[src/rtl/price_fmt_pkg.sv]
// Shared FSM encoding, ASCII constants and line-length helper for the price_line_fmt stream formatter.
package price_fmt_pkg;

    // Field order matters: the formatter steps to the next field by incrementing the state.
    typedef enum logic [2:0] {
        ST_IDLE,
        ST_LABEL,
        ST_QTY,
        ST_INT,
        ST_DOT,
        ST_FRAC,
        ST_SIGN,
        ST_DONE
    } state_t;

    localparam logic [6:0] CH_T      = 7'h54;
    localparam logic [6:0] CH_O      = 7'h4F;
    localparam logic [6:0] CH_COLON  = 7'h3A;
    localparam logic [6:0] CH_DOT    = 7'h2E;
    localparam logic [6:0] CH_DOLLAR = 7'h24;
    localparam logic [6:0] CH_BLANK  = 7'h00;
    localparam logic [6:0] CH_ZERO   = 7'h30;

    function automatic int line_len(input int qty_digits, input int price_digits);
        return 4 + qty_digits + price_digits + 2;
    endfunction

endpackage

[src/rtl/bcd_ascii.sv]
// One BCD digit to its ASCII code plus an invalid flag; callers decide how to show invalid digits.
module bcd_ascii
    import price_fmt_pkg::*;
(
    input  logic [3:0] bcd_i,
    output logic [6:0] ascii_o,
    output logic       invalid_o
);

    assign invalid_o = (bcd_i > 4'd9);
    assign ascii_o   = CH_ZERO | {3'b000, bcd_i};

endmodule

[src/rtl/price_line_fmt.sv]
// Streams one LCD price line as ASCII characters over valid/ready.
// Optional macro PRICE_LZB_EN: blank leading zeros of the integer price field.
module price_line_fmt
    import price_fmt_pkg::*;
#(
    parameter int PRICE_DIGITS = 4,
    parameter int FRAC_DIGITS  = 2,
    parameter int QTY_DIGITS   = 1,
    parameter int QTY_MAX      = 4
) (
    input  logic                      clk,
    input  logic                      rst,
    input  logic                      start_i,
    output logic                      ready_o,
    input  logic                      total_mode_i,
    input  logic [4*QTY_DIGITS-1:0]   qty_i,
    input  logic [4*PRICE_DIGITS-1:0] price_i,
    output logic [6:0]                char_o,
    output logic                      char_valid_o,
    input  logic                      char_ready_i,
    output logic                      char_last_o,
    output logic                      done_o,
    output logic                      err_o
);

    localparam int LINE_LEN   = line_len(QTY_DIGITS, PRICE_DIGITS);
    localparam int INT_DIGITS = PRICE_DIGITS - FRAC_DIGITS;
    localparam int CNT_W      = $clog2(LINE_LEN);

    state_t                    state_q, state_d;
    logic [CNT_W-1:0]          cnt_q, cnt_d;
    logic                      total_q, total_d;
    logic [4*QTY_DIGITS-1:0]   qty_q, qty_d;
    logic [4*PRICE_DIGITS-1:0] price_q, price_d;
    logic                      err_q, err_d;

    logic [3:0] price_dig [PRICE_DIGITS];
    logic [3:0] qty_dig   [QTY_DIGITS];

    for (genvar gi = 0; gi < PRICE_DIGITS; gi++) begin : g_price_dig
        assign price_dig[gi] = price_q[4*(PRICE_DIGITS-1-gi) +: 4];
    end
    for (genvar gi = 0; gi < QTY_DIGITS; gi++) begin : g_qty_dig
        assign qty_dig[gi] = qty_q[4*(QTY_DIGITS-1-gi) +: 4];
    end

    logic       beat, field_last, price_in_bad, qty_ok, blank_int;
    logic [3:0] conv_in;
    logic [6:0] conv_ch, digit_ch, char_c;
    logic       conv_bad;
    int         fpos, qty_idx, price_idx, field_len, qty_val;

    bcd_ascii u_conv (
        .bcd_i     (conv_in),
        .ascii_o   (conv_ch),
        .invalid_o (conv_bad)
    );
    assign digit_ch = conv_bad ? CH_BLANK : conv_ch;

    assign ready_o      = (state_q == ST_IDLE) || (state_q == ST_DONE);
    assign char_valid_o = (state_q != ST_IDLE) && (state_q != ST_DONE);
    assign char_last_o  = (state_q == ST_SIGN);
    assign done_o       = (state_q == ST_DONE);
    assign err_o        = (state_q == ST_DONE) && err_q;
    assign char_o       = char_c;
    assign beat         = char_valid_o && char_ready_i;

    // Error is known for the whole line at accept so DOT can be blanked before a bad FRAC digit is reached.
    always_comb begin
        price_in_bad = 1'b0;
        for (int i = 0; i < PRICE_DIGITS; i++) begin
            if (price_i[4*i +: 4] > 4'd9) price_in_bad = 1'b1;
        end
        qty_ok  = 1'b1;
        qty_val = 0;
        for (int i = 0; i < QTY_DIGITS; i++) begin
            if (qty_dig[i] > 4'd9) qty_ok = 1'b0;
            qty_val = qty_val * 10 + int'(qty_dig[i]);
        end
        qty_ok = qty_ok && (qty_val >= 1) && (qty_val <= QTY_MAX);
    end

    // LABEL and QTY form one 4+QTY_DIGITS wide field addressed by fpos.
    always_comb begin
        fpos      = (state_q == ST_QTY) ? int'(cnt_q) + 4 : int'(cnt_q);
        qty_idx   = total_q ? fpos - 4 : fpos;
        price_idx = (state_q == ST_FRAC) ? int'(cnt_q) + INT_DIGITS : int'(cnt_q);
        conv_in   = 4'd0;
        if (state_q == ST_LABEL || state_q == ST_QTY) begin
            for (int i = 0; i < QTY_DIGITS; i++) begin
                if (i == qty_idx) conv_in = qty_dig[i];
            end
        end else begin
            for (int i = 0; i < PRICE_DIGITS; i++) begin
                if (i == price_idx) conv_in = price_dig[i];
            end
        end
    end

`ifdef PRICE_LZB_EN
    logic int_lead_zero;
    always_comb begin
        int_lead_zero = 1'b1;
        for (int i = 0; i < INT_DIGITS; i++) begin
            if (i <= int'(cnt_q) && price_dig[i] != 4'd0) int_lead_zero = 1'b0;
        end
        blank_int = int_lead_zero && (int'(cnt_q) != INT_DIGITS - 1);
    end
`else
    assign blank_int = 1'b0;
`endif

    always_comb begin
        char_c = CH_BLANK;
        case (state_q)
            ST_LABEL, ST_QTY: begin
                if (total_q) begin
                    if (fpos < 4) begin
                        case (fpos)
                            0:       char_c = CH_T;
                            1:       char_c = CH_O;
                            2:       char_c = CH_T;
                            default: char_c = CH_COLON;
                        endcase
                    end else begin
                        char_c = digit_ch;
                    end
                end else if (qty_ok && fpos < QTY_DIGITS) begin
                    char_c = digit_ch;
                end
            end
            ST_INT:  char_c = blank_int ? CH_BLANK : digit_ch;
            ST_DOT:  char_c = err_q ? CH_BLANK : CH_DOT;
            ST_FRAC: char_c = digit_ch;
            ST_SIGN: char_c = err_q ? CH_BLANK : CH_DOLLAR;
            default: char_c = CH_BLANK;
        endcase
    end

    always_comb begin
        case (state_q)
            ST_LABEL: field_len = 4;
            ST_QTY:   field_len = QTY_DIGITS;
            ST_INT:   field_len = INT_DIGITS;
            ST_FRAC:  field_len = FRAC_DIGITS;
            default:  field_len = 1;
        endcase
        field_last = (int'(cnt_q) == field_len - 1);
    end

    always_comb begin
        state_d = state_q;
        cnt_d   = cnt_q;
        total_d = total_q;
        qty_d   = qty_q;
        price_d = price_q;
        err_d   = err_q;
        if (ready_o && start_i) begin
            state_d = ST_LABEL;
            cnt_d   = '0;
            total_d = total_mode_i;
            qty_d   = qty_i;
            price_d = price_i;
            err_d   = price_in_bad;
        end else if (state_q == ST_DONE) begin
            state_d = ST_IDLE;
        end else if (beat) begin
            if (field_last) begin
                state_d = state_t'(state_q + 3'd1);
                cnt_d   = '0;
            end else begin
                cnt_d = cnt_q + 1'b1;
            end
        end
    end

    always_ff @(posedge clk) begin
        if (rst) begin
            state_q <= ST_IDLE;
            cnt_q   <= '0;
            total_q <= 1'b0;
            qty_q   <= '0;
            price_q <= '0;
            err_q   <= 1'b0;
        end else begin
            state_q <= state_d;
            cnt_q   <= cnt_d;
            total_q <= total_d;
            qty_q   <= qty_d;
            price_q <= price_d;
            err_q   <= err_d;
        end
    end

endmodule
[config.mk]
export PLATFORM = sky130hd
export DESIGN_NAME = price_line_fmt
export DESIGN_NICKNAME = d
export VERILOG_FILES = /design/src/rtl/price_fmt_pkg.sv /design/src/rtl/bcd_ascii.sv /design/src/rtl/price_line_fmt.sv
export SDC_FILE = /design/constraint.sdc
export NUM_CORES = 1
export LEC_CHECK = 0
export BUFFER_PORTS_ARGS = -buffer_cell sky130_fd_sc_hd__buf_2
export CORE_MARGIN = 1.5
export CORE_UTILIZATION = 40
export CTS_CLUSTER_SIZE = 24
export DETAILED_ROUTE_END_ITERATION = 6
export GPL_ROUTABILITY_DRIVEN = 0
export GPL_TIMING_DRIVEN = 0
export PLACE_DENSITY = 0.62
export RECOVER_POWER = 50
export SLEW_MARGIN = 20
export SYNTH_ARGS = -nofsm -noshare
export SYNTH_HDL_FRONTEND = slang
export SYNTH_SLANG_ARGS = --single-unit
[constraint.sdc]
create_clock -name clk -period 5.6 [get_ports clk]
set_clock_uncertainty 0.05 [all_clocks]
set_input_delay 0.56 -clock clk [delete_from_list [all_inputs] [get_ports clk]]
set_output_delay 0.56 -clock clk [all_outputs]
set_load 0.005 [all_outputs]
==> results by group <==
Global routing
  • Pin count of the biggest net entering global routing: 11
  • Initial antenna violation count: 0
  • GRT Overall Usage: 0.2026
  • Vias in the first global route: ~2000
  • GRT overflow: 0
  • Global-route wire length before repair: 9.818 mm

Routing
  • First-pass detailed-route iteration total: 4
  • Drc violations: 0
  • WL final: 5.489 mm
  • Vias per std cell: 5.363
  • Antenna-violating nets left: 0
  • DR WL/cell: 13.83 um
  • DR iter-0 viols: 100
  • Vias: between 2000 and 2500

Die
  • Die width: 77.26 um
  • Initial Util: 0.4238
  • Die height: 77.26 um
  • Die ar.: 5969 sq um
  • Core ar.: 5205 sq um
  • IO Count: 37
  • FP Rows: 26

Cells and area
  • Fin cells: just under 400
  • Layout cells sized above 1: 0.2018
  • Nets@finish: between 300 and 400
  • ANT cells: 0
  • Util after Layout: 0.4945
  • Area grow syn2layout: 16.68%

Clocking
  • Post-CTS Repair Setup Buffers: 0
  • Clock latency on the worst-skew pair: 280 ps
  • TritonCTS clock tree: yes
  • Post-CTS Resized: 0
  • H-tree Lvls: 2
  • Clock Tree Buf Depth: 2
  • CTS Hold Bufs: 0
  • Inserted Clock Buffers: 5
  • Clock Sink Count: 29
  • Worst-path clk slew: 70 ps
  • CTS Root Cell: clkbuf_8

Critical path
  • Worst Path Arrival: approximately 3100 ps
  • CP Cell Sequence: inv_1 -> ha_1 -> nor2b_1 -> buf_2 -> xnor2_1 -> ha_1 -> ha_1 -> nand4_1 -> o32ai_2 -> o211ai_1 -> a32oi_2 -> o22ai_1 -> buf_2
  • CP Class: reg -> out
  • R2R cell count: 9
  • Crit path max fanout: 5
  • Critical path capture point type: output port
  • CP max-delay cell: dfxtp_1
  • Critical Path RT: 4990 ps
  • Critical path depth: 13
  • Most used cell, CP: ha_1
  • Buf+Inv Stages, Crit Path: 3
  • Startpoint Class: flop
  • CP top delay family: compound AO/OA/AOI/OAI gates
  • CP peak stage delay: approximately 360 ps

Timing
  • Final Hold Viols: 0
  • Slew HR: 0.6166
  • FMAX: 268.2 MHz
  • Worst-Margin Slew: 560.6 ps
  • Final setup fails: 0
  • Setup TNS: 0 ps
  • Max Slew Vio Count: 0
  • Final Cycle Share: 0.6659
  • Tightest hold margin: between 400 and 500 ps
  • RSZ-0062 raised after global routing: false
  • Final min period: 3729 ps

Placed design
  • Placed Cells incl. Taps: roughly 400
  • Count of input and output buffers: 36
  • DP HPWL: 4.260 mm

Yosys
  • Top post-synthesis cells by count: 55 x nand2_1, 30 x a21oi_1, 29 x dfxtp_1
  • Share of the synthesized area in the top cell type: 0.2632
  • Top cells by area, synth: dfxtp_1 26%, nand2_1 9.4%, ha_1 7.4%, a21oi_1 6.8%, mux2i_1 3.2%
  • Syn avg cell area: around 7.8 sq um
  • Post-synth EDFFs: 0
  • Top_reg_cell synth: dfxtp_1
  • Post-Syn Instances: 283
  • Syn_nets: 321
  • Synth cell types: 56
  • Sequential area share after synthesis: 0.2632
  • Yosys reg bits: 29
  • Dominant cell by count in the synthesized netlist: nand2_1
  • YS warnings: 0
  • Async set or reset register ratio after synthesis: 0
  • Mapped Area: 2206 sq um
  • Largest area contributor in the netlist: dfxtp_1

Pwr
  • PD cells: 299.3 nW/um^2
  • Peak supply drop: 176.9 uV
  • Leakage power: 1.055 nW

Flow run
  • Number of max-cap violations: 0

Hold path
  • Hold Path Class: reg -> reg
  • Hold-critical path depth: 2

Status
  • Status: finished clean
-- final timing paths --
check                                    end         start  slack (ps)
worst max-delay path               char_o[0]    state_q[0]        1870
worst max register to register      cnt_q[3]    state_q[1]        3220
worst min-delay path            price_dig[2]  price_dig[2]         400
worst min register to register  price_dig[2]  price_dig[2]         400
-- cells in the final DEF, fill, tap and decap left out, types with 3 or more instances in the layout --
cell	n
nand2b_1	3
ha_1	13
o21ai_0	12
nor2b_1	3
nand3_1	6
o22ai_1	3
nand2_1	55
nor4_1	3
and2_1	5
mux2i_1	7
inv_1	14
o211ai_1	3
clkbuf_8	6
dfxtp_1	29
nor3_1	8
a31oi_1	3
buf_2	42
a21oi_1	30
a41oi_1	3
a211o_1	3
buf_6	3
nor2_1	14
nand4_1	5
xnor2_1	5
clkbuf_1	10
-- cell families after synthesis --
family | count (synthesis) | synth area share
multiplexers | 11 | 0.06239
XOR/XNOR | 8 | 0.04027
AND/OR/NAND/NOR | 112 | 0.2467
AO/OA/AOI/OAI | 76 | 0.2388
adder cells (fa/ha/maj) | 13 | 0.07374
flip-flops | 29 | 0.2632
buffers and inverters | 34 | 0.07487
-- state kept, by name, indices dropped and copies added (netlist names) --
name and cells:
cnt_q 4, err_q 1, price_dig 16, qty_dig 4, state_q 3, total_q 1
-- routing by layer --
| metal | up-vias | global-route usage | routed length [um] |
|---|---|---|---|
| li1 | 1097 | - | - |
| met1 | 990 | 0.2663 | 2629 |
| met2 | 33 | 0.3360 | 2600 |
| met3 | 9 | 0.03571 | 148 |
| met4 | 0 | 0.06182 | 111 |
| met5 | - | 0 | 0 |
-- layout make-up --
cell class              count  area [sq um]
fillers                   569          2631
multi-input cells         220          1448
flip-flops and latches     29         580.6
repair buffers             36         180.2
plain buffers              19         102.6
well taps                  70         87.58
clock buffers               7         86.33
inverters                  15         58.81
clock inverters             1         30.03
-- power by group --
part / total (mW) / internal [mW] / switching (mW)
Combinational: 0.293 / 0.121 / 0.172
Sequential: 0.249 / 0.231 / 0.0180
Clock: 0.228 / 0.145 / 0.0834
Total: 0.770 / 0.497 / 0.274
-- per-stage QoR --
stage	setup WS (ps)	power (mW)	cell area, sq um
2_1_floorplan	2662	0.4718	2206
3_3_place_gp	2237	0.5479	2474
3_5_place_dp	2191	0.5514	2474
4_1_cts	1868	0.7801	2590
5_1_grt	1641	0.8266	2574
6_report	1871	0.7703	2574
-- worst reg2reg max path: cells and delay by family, from the launching register on --
| kind | cells | cell delay, ps |
|---|---|---|
| AO/OA/AOI/OAI | 2 | 890 |
| XOR/XNOR | 1 | 120 |
| adder cells (fa/ha/maj) | 1 | 190 |
| buffers and inverters | 2 | 220 |
| flip-flops | 1 | 380 |
| AND/OR/NAND/NOR | 3 | 470 |
Note: power is estimated with default switching activity, not from simulation.
